<file path="config.mk">
export PLATFORM = sky130hd
export DESIGN_NAME = logic_fold_unit
export DESIGN_NICKNAME = d
export VERILOG_FILES = /design/src/rtl/logic_fold_pkg.sv /design/src/rtl/logic_op_core.sv /design/src/rtl/logic_fold_unit.sv
export SDC_FILE = /design/constraint.sdc
export NUM_CORES = 1
export LEC_CHECK = 0
export CAP_MARGIN = 20
export CORE_MARGIN = 2
export CORE_UTILIZATION = 54
export DETAILED_ROUTE_END_ITERATION = 8
export HOLD_SLACK_MARGIN = 0.15
export PLACE_DENSITY = 0.8
export REMOVE_ABC_BUFFERS = 1
export SYNTH_ARGS = -nofsm -noshare
export SYNTH_HDL_FRONTEND = slang
export SYNTH_SLANG_ARGS = --single-unit
</file>
<file path="constraint.sdc">
create_clock -name clk -period 3.28 [get_ports clk]
set_input_delay 0.656 -clock clk [delete_from_list [all_inputs] [get_ports clk]]
set_output_delay 0.656 -clock clk [all_outputs]
set_load 0.01 [all_outputs]
</file>
<file path="src/rtl/logic_fold_pkg.sv">
// Shared op codes, FSM state type and the bitwise op helper for logic_fold_unit.
// apply_op works on OP_MAX_W-bit values; callers cast to their own width (WIDTH <= OP_MAX_W).
package logic_fold_pkg;

  localparam int OP_MAX_W = 64;

  typedef enum logic [2:0] {
    OP_AND  = 3'd0,
    OP_OR   = 3'd1,
    OP_NOT  = 3'd2,
    OP_XOR  = 3'd3,
    OP_NAND = 3'd4,
    OP_NOR  = 3'd5,
    OP_XNOR = 3'd6,
    OP_RSVD = 3'd7
  } op_e;

  typedef enum logic [0:0] {
    ST_IDLE  = 1'b0,
    ST_ACCUM = 1'b1
  } state_e;

  function automatic logic [OP_MAX_W-1:0] apply_op(
    input op_e                 op,
    input logic [OP_MAX_W-1:0] x,
    input logic [OP_MAX_W-1:0] y
  );
    logic [OP_MAX_W-1:0] r;
    r = {OP_MAX_W{1'b0}};
    case (op)
      OP_AND:  r = x & y;
      OP_OR:   r = x | y;
      OP_NOT:  r = ~x;
      OP_XOR:  r = x ^ y;
      OP_NAND: r = ~(x & y);
      OP_NOR:  r = ~(x | y);
      OP_XNOR: r = ~(x ^ y);
      OP_RSVD: r = {OP_MAX_W{1'b0}};
      default: r = {OP_MAX_W{1'b0}};
    endcase
    return r;
  endfunction

endpackage

</file>
<file path="src/rtl/logic_op_core.sv">
// Combinational WIDTH-bit logic op core; op codes are defined in logic_fold_pkg.
module logic_op_core
  import logic_fold_pkg::*;
#(
  parameter int WIDTH = 8
) (
  input  logic [2:0]       op_i,
  input  logic [WIDTH-1:0] x_i,
  input  logic [WIDTH-1:0] y_i,
  output logic [WIDTH-1:0] y_o
);

  // Zero-extended upper bits are discarded by the cast back to WIDTH.
  always_comb begin
    y_o = WIDTH'(apply_op(op_e'(op_i), OP_MAX_W'(x_i), OP_MAX_W'(y_i)));
  end

endmodule

</file>
<file path="src/rtl/logic_fold_unit.sv">
// One-deep output-registered logic stage: per-beat op or multi-beat fold over a valid/ready stream.
// Define LOGIC_FOLD_REDUCE_EN to add out_red = {^y, |y, &y} registered alongside out_y.
module logic_fold_unit
  import logic_fold_pkg::*;
#(
  parameter int WIDTH = 8,
  parameter int CNT_W = 8
) (
  input  logic             clk,
  input  logic             rst_n,
  input  logic             in_valid,
  output logic             in_ready,
  input  logic [WIDTH-1:0] in_a,
  input  logic [WIDTH-1:0] in_b,
  input  logic [2:0]       in_op,
  input  logic             in_acc,
  input  logic             in_last,
  output logic             out_valid,
  input  logic             out_ready,
  output logic [WIDTH-1:0] out_y,
  output logic [CNT_W-1:0] out_count
`ifdef LOGIC_FOLD_REDUCE_EN
  ,
  output logic [2:0]       out_red
`endif
);

  state_e           state_q, state_d;
  logic [WIDTH-1:0] acc_q, acc_d;
  logic [CNT_W-1:0] cnt_q, cnt_d;
  logic [2:0]       op_q, op_d;
  logic             out_valid_q, out_valid_d;
  logic [WIDTH-1:0] out_y_q, out_y_d;
  logic [CNT_W-1:0] out_count_q, out_count_d;

  logic             accept_s;
  logic             emit_s;
  logic             fold_start_s;
  logic             fold_step_s;
  logic [CNT_W-1:0] cnt_inc_s;
  logic [WIDTH-1:0] x_sel_s;
  logic [2:0]       op_sel_s;
  logic [WIDTH-1:0] op_y_s;

  // ACCUM beats also stall behind an unconsumed result.
  assign in_ready  = rst_n & (~out_valid_q | out_ready);
  assign accept_s  = in_valid & in_ready;
  assign x_sel_s   = (state_q == ST_ACCUM) ? acc_q : in_a;
  assign op_sel_s  = (state_q == ST_ACCUM) ? op_q : in_op;
  assign cnt_inc_s = (cnt_q == {CNT_W{1'b1}}) ? cnt_q : cnt_q + CNT_W'(1'b1);

  logic_op_core #(
    .WIDTH (WIDTH)
  ) u_op_core (
    .op_i (op_sel_s),
    .x_i  (x_sel_s),
    .y_i  (in_b),
    .y_o  (op_y_s)
  );

  // FSM state register
  always_ff @(posedge clk) begin
    if (!rst_n) begin
      state_q <= ST_IDLE;
    end else begin
      state_q <= state_d;
    end
  end

  // FSM next-state logic
  always_comb begin
    state_d = state_q;
    case (state_q)
      ST_IDLE: begin
        if (accept_s && in_acc && !in_last) begin
          state_d = ST_ACCUM;
        end else begin
          state_d = ST_IDLE;
        end
      end
      ST_ACCUM: begin
        if (accept_s && in_last) begin
          state_d = ST_IDLE;
        end else begin
          state_d = ST_ACCUM;
        end
      end
      default: state_d = ST_IDLE;
    endcase
  end

  // FSM output decode: which accepted beats start, step or emit a result
  always_comb begin
    emit_s       = 1'b0;
    fold_start_s = 1'b0;
    fold_step_s  = 1'b0;
    case (state_q)
      ST_IDLE: begin
        if (accept_s) begin
          emit_s       = ~in_acc | in_last;
          fold_start_s = in_acc;
        end else begin
          emit_s       = 1'b0;
          fold_start_s = 1'b0;
        end
      end
      ST_ACCUM: begin
        if (accept_s) begin
          emit_s      = in_last;
          fold_step_s = 1'b1;
        end else begin
          emit_s      = 1'b0;
          fold_step_s = 1'b0;
        end
      end
      default: begin
        emit_s       = 1'b0;
        fold_start_s = 1'b0;
        fold_step_s  = 1'b0;
      end
    endcase
  end

  // Fold accumulator, beat counter and latched op
  always_comb begin
    acc_d = acc_q;
    cnt_d = cnt_q;
    op_d  = op_q;
    if (fold_start_s) begin
      acc_d = op_y_s;
      cnt_d = CNT_W'(1'b1);
      op_d  = in_op;
    end else if (fold_step_s) begin
      acc_d = op_y_s;
      cnt_d = cnt_inc_s;
    end else begin
      acc_d = acc_q;
      cnt_d = cnt_q;
      op_d  = op_q;
    end
  end

  // Output register next state: load on emit, drop on handshake, else hold
  always_comb begin
    out_y_d     = out_y_q;
    out_count_d = out_count_q;
    out_valid_d = out_valid_q;
    if (emit_s) begin
      out_y_d     = op_y_s;
      out_count_d = fold_step_s ? cnt_inc_s : CNT_W'(1'b1);
      out_valid_d = 1'b1;
    end else if (out_ready) begin
      out_valid_d = 1'b0;
    end else begin
      out_valid_d = out_valid_q;
    end
  end

  // Datapath and output registers
  always_ff @(posedge clk) begin
    if (!rst_n) begin
      acc_q       <= {WIDTH{1'b0}};
      cnt_q       <= {CNT_W{1'b0}};
      op_q        <= OP_AND;
      out_valid_q <= 1'b0;
      out_y_q     <= {WIDTH{1'b0}};
      out_count_q <= {CNT_W{1'b0}};
    end else begin
      acc_q       <= acc_d;
      cnt_q       <= cnt_d;
      op_q        <= op_d;
      out_valid_q <= out_valid_d;
      out_y_q     <= out_y_d;
      out_count_q <= out_count_d;
    end
  end

  assign out_valid = out_valid_q;
  assign out_y     = out_y_q;
  assign out_count = out_count_q;

`ifdef LOGIC_FOLD_REDUCE_EN
  logic [2:0] out_red_q, out_red_d;

  assign out_red_d = emit_s ? {^op_y_s, |op_y_s, &op_y_s} : out_red_q;

  // Reduction flags track the value loaded into out_y
  always_ff @(posedge clk) begin
    if (!rst_n) begin
      out_red_q <= 3'b000;
    end else begin
      out_red_q <= out_red_d;
    end
  end

  assign out_red = out_red_q;
`endif

endmodule
</file>
==> out/results.tsv <==
stage	metric	value	unit
clock_tree	cts_resized	0	
drt	ant_nets	0	
critical_path	startpoint	out_ready	
finish	area_delta_synth_final	19.3	%
die	die_x	75.5	um
clock_tree	clk_latency	300	ps
drt	viasPerCell	6.26	
clock_tree	h-tree-depth	2	
pwr	p_seq_frac	0.440	
sta	finalHoldViolCount	0	
clock_tree	cts_hold_buf	0	
clock_tree	cts.sinks	37	
synthesis	synth_area	0.00276	mm^2
critical_path	r2r-start	state_q	
pwr	max-vdd-ir-drop	0.000159	V
critical_path	cp.arrival	2010	ps
global_routing	grt_max_degree	17	
sta	slew_viol_final	0	
synthesis	synthArstFlopShare	0	
pwr	p_leak	0.00128	uW
global_routing	grt_pass1_wl	11100	um
hold_path	hp-class	reg2reg	
placed_design	place_ws	537	ps
critical_path	critPathLaunchType	input pin	
sta	rsz0062_at_grt	false	
synthesis	yosysSeqAreaShare	0.268	
pwr	comb_power_share	0.266	
drt	first_pass_iters	5	
pwr	clockPowerShare	0.295	
critical_path	r2r-end	acc_q[4]	
sta	setup_viol	0	
global_routing	grt_usage	0.254	
die	initial_core_util	0.552	
placed_design	dpl.hpwl	4990	um
sta	timing.fmax	0.375	GHz
sta	hold_slack	454	ps
sta	setup_slack	614	ps
sta	skew	4.22	ps
synthesis	post_synth.cell_area_avg	8.83	um^2
die	die-height	75.5	um
drt	drt_iter0_drc	259	
sta	slew_headroom	0.304	
critical_path	crit_required	2620	ps
finish	seqCellArea	741	um^2
finish	fillers	454	
finish	mostFrequentLayoutCell	clkdlybuf4s50_1	
drt	vias	2636	
drt	wl_per_cell	16.2	um
synthesis	yosysWarnings	0	
clock_tree	cts_tree	yes	
die	ios	43	
pwr	p_sw_frac	0.298	
synthesis	synth_top_flop_cell	dfxtp_1	
synthesis	syn_inst	313	
global_routing	antenna_found_initial	0	
pwr	power.switching	334	uW
die	die-area	0.00571	mm^2
critical_path	worstSetupEndpoint	in_ready	
die	core	0.00501	mm^2
critical_path	path_class	in2out	
placed_design	gp_congestion	0.998	
outcome	status	completed	
finish	final_cell_mix	clkdlybuf4s50_1, dfxtp_1, nand2_1	
global_routing	overflow	0	
synthesis	synth_edf_count	0	
drt	drt_wl_total	6830	um
critical_path	r2r_cells	6	
sta	min_period	2670	ps
critical_path	r2r_setup_slack	620	ps
clock_tree	post_cts_buffers	0	
die	rows	26	
pwr	power.density	340	mW/mm^2
clock_tree	cts_made_buffers	5	
pwr	internal_power	787	uW
sta	fin_crit_sh	0.813	
job	cap_violations	0	
finish	multi_input_area	0.00181	mm^2
finish	antenna_cells	0	
finish	finalInstanceArea	0.00330	mm^2
sta	worst_pin_slew	1030	ps
global_routing	first_global_vias	2384	
finish	layout.nets	393	
clock_tree	clockBufferDepth	2	
clock_tree	clockRootBuffer	clkbuf_8	
finish	drive_above_1_share	0.105	
critical_path	path_max_fanout	7	
sta	tns	0	ps
synthesis	ys_ff_latch	37	
drt	drc	0	
critical_path	end_kind	output port	
clock_tree	clkTransAtPathRegs	70	ps
placed_design	port_buffers	42	
finish	final_util	0.658	
placed_design	dpl_cell_area	0.00321	mm^2
synthesis	ys_types	56	
==> sequential cells by signal, indices dropped and copies added, names as in the netlist <==
register,count
state_q,1
out_y,8
acc_q,8
out_valid,1
cnt_q,8
op_q,3
out_count,8
==> per-layer routing <==
metal / part of all wire / wire length [um] / track usage
met4: 0.025 / 172 / 0.105
met2: 0.45 / 3110 / 0.392
met1: 0.45 / 3070 / 0.340
met5: 0 / 0 / 0
met3: 0.071 / 484 / 0.0595
==> cells by family after synthesis <==
kind of cell,Yosys count,share of synthesized area
buffers and inverters,42,0.0765
AO/OA/AOI/OAI,85,0.236
multiplexers,34,0.149
XOR/XNOR,4,0.0127
flip-flops,37,0.268
AND/OR/NAND/NOR,94,0.181
adder cells (fa/ha/maj),17,0.0770
==> final cells by class <==
| class | instances | area share |
|---|---|---|
| well taps | 70 | 0.0266 |
| repair buffers | 50 | 0.146 |
| inverters | 23 | 0.0262 |
| clock buffers | 6 | 0.0250 |
| clock inverters | 1 | 0.00228 |
| flip-flops and latches | 37 | 0.225 |
| multi-input cells | 234 | 0.550 |
==> synthesized netlist by cell type (2+ instances only) <==
master | count | share of area
dfxtp_1 | 37 | 0.27
nor2_1 | 17 | 0.023
buf_6 | 6 | 0.024
and3_1 | 5 | 0.011
nand2_1 | 25 | 0.034
o22ai_1 | 7 | 0.016
o31ai_1 | 9 | 0.024
ha_1 | 17 | 0.077
a31oi_1 | 2 | 0.0045
nor3_1 | 10 | 0.018
a32oi_1 | 3 | 0.0095
a221oi_1 | 9 | 0.029
buf_2 | 5 | 0.0091
clkbuf_2 | 2 | 0.0036
clkbuf_1 | 6 | 0.0081
or3_1 | 2 | 0.0045
a21oi_1 | 12 | 0.022
and2_1 | 3 | 0.0068
mux2i_2 | 2 | 0.010
and4_1 | 2 | 0.0063
o32a_1 | 5 | 0.018
nor4_1 | 2 | 0.0045
nand3b_1 | 2 | 0.0054
nor2b_1 | 7 | 0.016
a31o_2 | 4 | 0.013
a2bb2oi_1 | 3 | 0.0095
xnor2_1 | 2 | 0.0063
o21ai_0 | 6 | 0.011
a311oi_1 | 3 | 0.0095
nand4_1 | 2 | 0.0045
a22oi_1 | 2 | 0.0054
mux2i_1 | 20 | 0.072
or4_1 | 4 | 0.011
a211o_1 | 4 | 0.013
mux2_2 | 7 | 0.029
xor2_1 | 2 | 0.0063
mux4_2 | 4 | 0.033
inv_1 | 22 | 0.030
or2_1 | 2 | 0.0045
nand3_1 | 5 | 0.0091
a32o_1 | 6 | 0.022
o2111ai_1 | 4 | 0.013
==> worst min path at each step <==
stage	start	to	slack (ps)	cells past startpoint
after floorplan	acc_q[1]	acc_q[1]	420	2
after global placement	acc_q[7]	acc_q[7]	430	2
after detailed placement	acc_q[7]	acc_q[7]	440	2
after CTS	acc_q[7]	acc_q[7]	460	2
after global routing	out_count[2]	out_count[2]	480	2
final	out_y[7]	out_y[7]	450	2
==> critical path, stage by stage <==
cell,delay [ps]
clkdlybuf4s50_1,440
nand2b_1,230
and2_1,160
clkdlybuf4s50_1,520
==> power groups by stage <==
stage	logic, uW	registers, uW	clock network (uW)
floorplan	171	507	0
global placement	288	503	0
finish	298	493	330
CTS	295	493	335
global route	326	496	357
detailed placement	294	503	0
==> metrics by stage <==
step	std cells	power, uW
after floorplan	294	678
after global placement	414	791
after detailed placement	414	797
after CTS	421	1120
after global routing	421	1180
final	421	1120
Note: power is estimated with default switching activity, not from simulation.
